### config.mk
export PLATFORM = sky130hd
export DESIGN_NAME = word_normalizer_seq
export DESIGN_NICKNAME = d
export VERILOG_FILES = /design/src/rtl/word_normalizer_seq.sv
export SDC_FILE = /design/constraint.sdc
export NUM_CORES = 1
export LEC_CHECK = 0
export CAP_MARGIN = 10
export CELL_PAD_IN_SITES_DETAIL_PLACEMENT = 0
export CELL_PAD_IN_SITES_GLOBAL_PLACEMENT = 1
export CORE_MARGIN = 2
export CORE_UTILIZATION = 33
export CTS_BUF_LIST = sky130_fd_sc_hd__clkbuf_4 sky130_fd_sc_hd__clkbuf_8 sky130_fd_sc_hd__clkbuf_16
export CTS_CLUSTER_DIAMETER = 60
export DETAILED_ROUTE_END_ITERATION = 7
export PLACE_DENSITY = 0.83
export RECOVER_POWER = 100
export SYNTH_ARGS = -nofsm -noshare
export SYNTH_HDL_FRONTEND = slang
export SYNTH_SLANG_ARGS = --single-unit
### constraint.sdc
create_clock -name clk -period 1.7 [get_ports clk]
set_clock_uncertainty 0.1 [all_clocks]
set_input_delay 0.17 -clock clk [delete_from_list [all_inputs] [get_ports clk]]
set_output_delay 0.17 -clock clk [all_outputs]
set_load 0.01 [all_outputs]
### src/rtl/word_normalizer_seq.sv
// word_normalizer_seq: multi-cycle left-justifying normaliser with valid/ready
// handshakes on both sides. One word is in flight at a time. In the default
// build the word shifts left by one bit per clock until its MSB is set.
// Optional macro WORD_NORMALIZER_NIBBLE_SKIP_EN lets a single clock shift by
// four whenever the top nibble is all zeros. The final results are the same
// either way; only the number of shift cycles changes.
module word_normalizer_seq #(
  parameter int WIDTH = 8,
  parameter int CNT_W = 4
) (
  input  logic             clk,
  input  logic             reset,
  input  logic             in_valid,
  output logic             in_ready,
  input  logic [WIDTH-1:0] in_data,
  output logic             out_valid,
  input  logic             out_ready,
  output logic [WIDTH-1:0] out_data,
  output logic [CNT_W-1:0] out_shift,
  output logic             out_zero
);

  typedef enum logic [1:0] {
    IDLE  = 2'd0,
    SHIFT = 2'd1,
    DONE  = 2'd2
  } state_t;

  state_t           state, state_nxt;
  logic [WIDTH-1:0] data_nxt;
  logic [CNT_W-1:0] shift_nxt;
  logic             zero_nxt;

  // Next-state and working-register update; values hold unless a state acts on them.
  always_comb begin
    state_nxt = state;
    data_nxt  = out_data;
    shift_nxt = out_shift;
    zero_nxt  = out_zero;
    case (state)
      IDLE: begin
        // in_ready is high exactly in IDLE, so in_valid alone marks an accept.
        if (in_valid) begin
          data_nxt  = in_data;
          shift_nxt = '0;
          zero_nxt  = (in_data == '0);
          if ((in_data == '0) || in_data[WIDTH-1])
            state_nxt = DONE;
          else
            state_nxt = SHIFT;
        end
      end
      SHIFT: begin
`ifdef WORD_NORMALIZER_NIBBLE_SKIP_EN
        // A clear top nibble means at least four leading zeros remain.
        if (out_data[WIDTH-1 -: 4] == 4'd0) begin
          data_nxt  = out_data << 4;
          shift_nxt = out_shift + CNT_W'(4);
        end else begin
          data_nxt  = out_data << 1;
          shift_nxt = out_shift + CNT_W'(1);
        end
`else
        data_nxt  = out_data << 1;
        shift_nxt = out_shift + CNT_W'(1);
`endif
        // The word is never zero in SHIFT, so the MSB is eventually set.
        if (data_nxt[WIDTH-1])
          state_nxt = DONE;
      end
      DONE: begin
        if (out_ready)
          state_nxt = IDLE;
      end
      default: state_nxt = IDLE;
    endcase
  end

  // State, the registered handshake flags and the result registers; reset discards any word in flight.
  always_ff @(posedge clk or posedge reset) begin
    if (reset) begin
      state     <= IDLE;
      in_ready  <= 1'b1;
      out_valid <= 1'b0;
      out_data  <= '0;
      out_shift <= '0;
      out_zero  <= 1'b0;
    end else begin
      state     <= state_nxt;
      in_ready  <= (state_nxt == IDLE);
      out_valid <= (state_nxt == DONE);
      out_data  <= data_nxt;
      out_shift <= shift_nxt;
      out_zero  <= zero_nxt;
    end
  end

endmodule

==> out/results.ini, run 1 <==
[run_status]
status = finished, final reports clean

[critical_path]
slowest_delay_ns = 0.53
path_depth = 1
cp-endpoint = in_ready
crit_buf_inv = 1
cp-start-kind = flop
criticalPathCategory = flop to primary output
crit_chain = clkdlybuf4s50_1
end_kind = primary output
crit_family = flip-flops
r2r_start = state[0]$_DFF_PP0_
worst-r2r-setup-slack_ns = 0.21
crit_fanout = 1
worstPathArrival_ns = 1.33
slowest_stage = dfstp_2
reg2reg_to = out_data[3]$_DFFE_PP0P_
crit_start = in_ready$_DFF_PP1_
worstPathRequired_ns = 1.43
r2r_cells = 4

[sta]
period_share_pct = 94.33
worstMarginPinSlew_ns = 0.9140
rsz0062_at_grt = no
finalHoldViolCount = 0
hold-worst-slack_ns = 0.3879
fin_crit_ns = 1.604
tns_ns = 0
setup_violations = 0
fmax_mhz = 623.6
finalWorstSetupSlack_ns = 0.09635
slew_headroom_pct = 39.07
slew_viol_final = 0

[detailed_routing]
drc = 0
ant_nets = 0
vias = 710
wire_per_inst_um = 13.15
first_pass_iters = 4
drt_iter0_drc = 19
totalWireLength_um = 1828
drt-vias-per-instance = 5.108

[pwr]
intPower_w = 0.001075
power.switching_w = 0.0006470
power_frac_seq_pct = 43.0
p_comb_share_pct = 43.7
p_leak_nw = 0.4945
swShare_pct = 37.57
p_clk_share_pct = 13.3
ir_worst_vdd_uv = 615.0
p_per_area_nw_per_um2 = 1524

[clocking]
clockRootBuffer = clkbuf_4
htreeDepth = 1
cts_buffers = 3
clkSinkCount = 17
hold_buffers = 0
ctsLongestPathBuffers = 2
ctsResizeCount = 0
clk_pin_slew_ns = 0.09
cts_tree = done
post_cts_buffers = 0
clock_latency_ns = 0.28

[floorplan]
die_area_sq_um = 2832
fp.dieW_um = 53.22
io-pin-count = 27
core_area_sq_um = 2255
row_count = 17
initial_core_util_pct = 35.46
die_height_um = 53.22

[synth]
async_flop_share_pct = 100.0
synth_top_cell_area_share_pct = 50.08
syn_inst = 78
syn-mean-instance-area_sq_um = 10.25
synthesis.area_sq_um = 799.5
synth_ff_type = dfrtp_1
yosys_warnings = 0
synth_edf_count = 0
synth_area_leaders = dfrtp_1, o21ai_0, a22oi_1, nand2_1, dfstp_2
synth_seq_cells = 17
ys_seq_area_share_pct = 53.36
synth_top_area_cell = dfrtp_1
synth.most_common_cell = dfrtp_1
synth_cell_types = 25
synth_common_cells = dfrtp_1, o21ai_0, nand2_1
syn-num-nets = 91

[finish]
area_growth_pct = 41.31
diodes = 0
post_route_cells_drive_above_1_share_pct = 8.108
num-nets-final = 125

[global_route]
grt_usage_pct = 15.04
grt_max_degree = 18
antenna_found_initial = 0
grt_pass1_wl_um = 3098
grt-ovfl-total = 0
grt_pass1_vias = 708

[place]
gp_congestion = 0.7601
numPortBuffers = 26
pre_cts_slack_ns = 0.08171
hpwl_um = 1426

[worst_hold_path]
hold_class = input pin to flop

[job]
cap_violations = 0

==> final cells by class <==
type / instances / area [sq um]
fillers: 229 / 1125
well taps: 28 / 35.03
clock buffers: 4 / 30.03
inverters: 2 / 7.507
repair buffers: 32 / 286.5
flip-flops and latches: 17 / 426.7
multi-input cells: 56 / 344.1
==> metrics by stage <==
step	power [W]	cells	util, %	area [sq um]
2_1_floorplan	0.001139	78	-	799.5
6_report	0.001722	139	50.11	1130
5_1_grt	0.001874	139	50.11	1130
4_1_cts	0.001835	139	51.05	1151
3_3_place_gp	0.001592	135	49.72	1121
3_5_place_dp	0.001599	135	49.72	1121
==> per-layer routing <==
metal	track usage [%]	up-vias	share of wire, %
li1	-	349	-
met1	18.55	333	46
met2	25.93	26	47
met3	3.672	2	6.0
met4	3.846	0	0.88
met5	0	-	0
==> layout by cell type (no fill, tap or decap), drive strengths merged, types with 2 or more instances in the layout <==
master / count
a21oi: 3
a22o: 2
a22oi: 8
and2b: 2
clkbuf: 9
clkdlybuf4s50: 13
dfrtp: 16
dlygate4sd3: 13
inv: 2
nand2: 10
nand3: 2
nor2: 3
nor2b: 3
o21ai: 12
o31ai: 2
==> how the worst min path moves through the flow <==
stage	endpoint	slack [ns]	start	depth (start not counted)
floorplan	out_data[0]$_DFFE_PP0P_	-0.005	reset	1
global placement	out_zero$_DFFE_PP0P_	0.37	out_zero$_DFFE_PP0P_	2
global route	out_data[0]$_DFFE_PP0P_	0.42	in_data[0]	3
finish	out_data[0]$_DFFE_PP0P_	0.39	in_data[0]	3
CTS	out_shift[1]$_DFFE_PP0P_	0.1	reset	3
detailed placement	out_zero$_DFFE_PP0P_	0.39	out_zero$_DFFE_PP0P_	2
==> cells by family (layout without fill, tap and decap cells) <==
| logic type | Yosys count | after routing | synth area share [%] |
|---|---|---|---|
| AO/OA/AOI/OAI | 30 | 30 | 25.20 |
| AND/OR/NAND/NOR | 24 | 24 | 15.18 |
| flip-flops | 17 | 17 | 53.36 |
| buffers and inverters | 5 | 38 | 3.287 |
| adder cells (fa/ha/maj) | 1 | 1 | 1.565 |
| multiplexers | 1 | 1 | 1.408 |
==> state kept, by name (all words and copies together) (netlist names) <==
name and flops:
in_ready 1, out_zero 1, out_data 8, state 2, out_valid 1, out_shift 4
==> power groups by stage <==
stage / Sequential (W) / Clock, W / Combinational (W)
after floorplan: 0.000761 / 0 / 0.000378
after global placement: 0.000755 / 0 / 0.000836
after detailed placement: 0.000757 / 0 / 0.000842
after CTS: 0.000751 / 0.000236 / 0.000848
after global routing: 0.000781 / 0.000259 / 0.000833
final: 0.000741 / 0.000228 / 0.000753
Note: power is estimated with default switching activity, not from simulation.
==> inputs of run 2 (changes only) <==
Settings changed: ABC_AREA from default to 0.
==> results of run 2 <==
Final layout, timing and power as in run 1 (identical DEF).
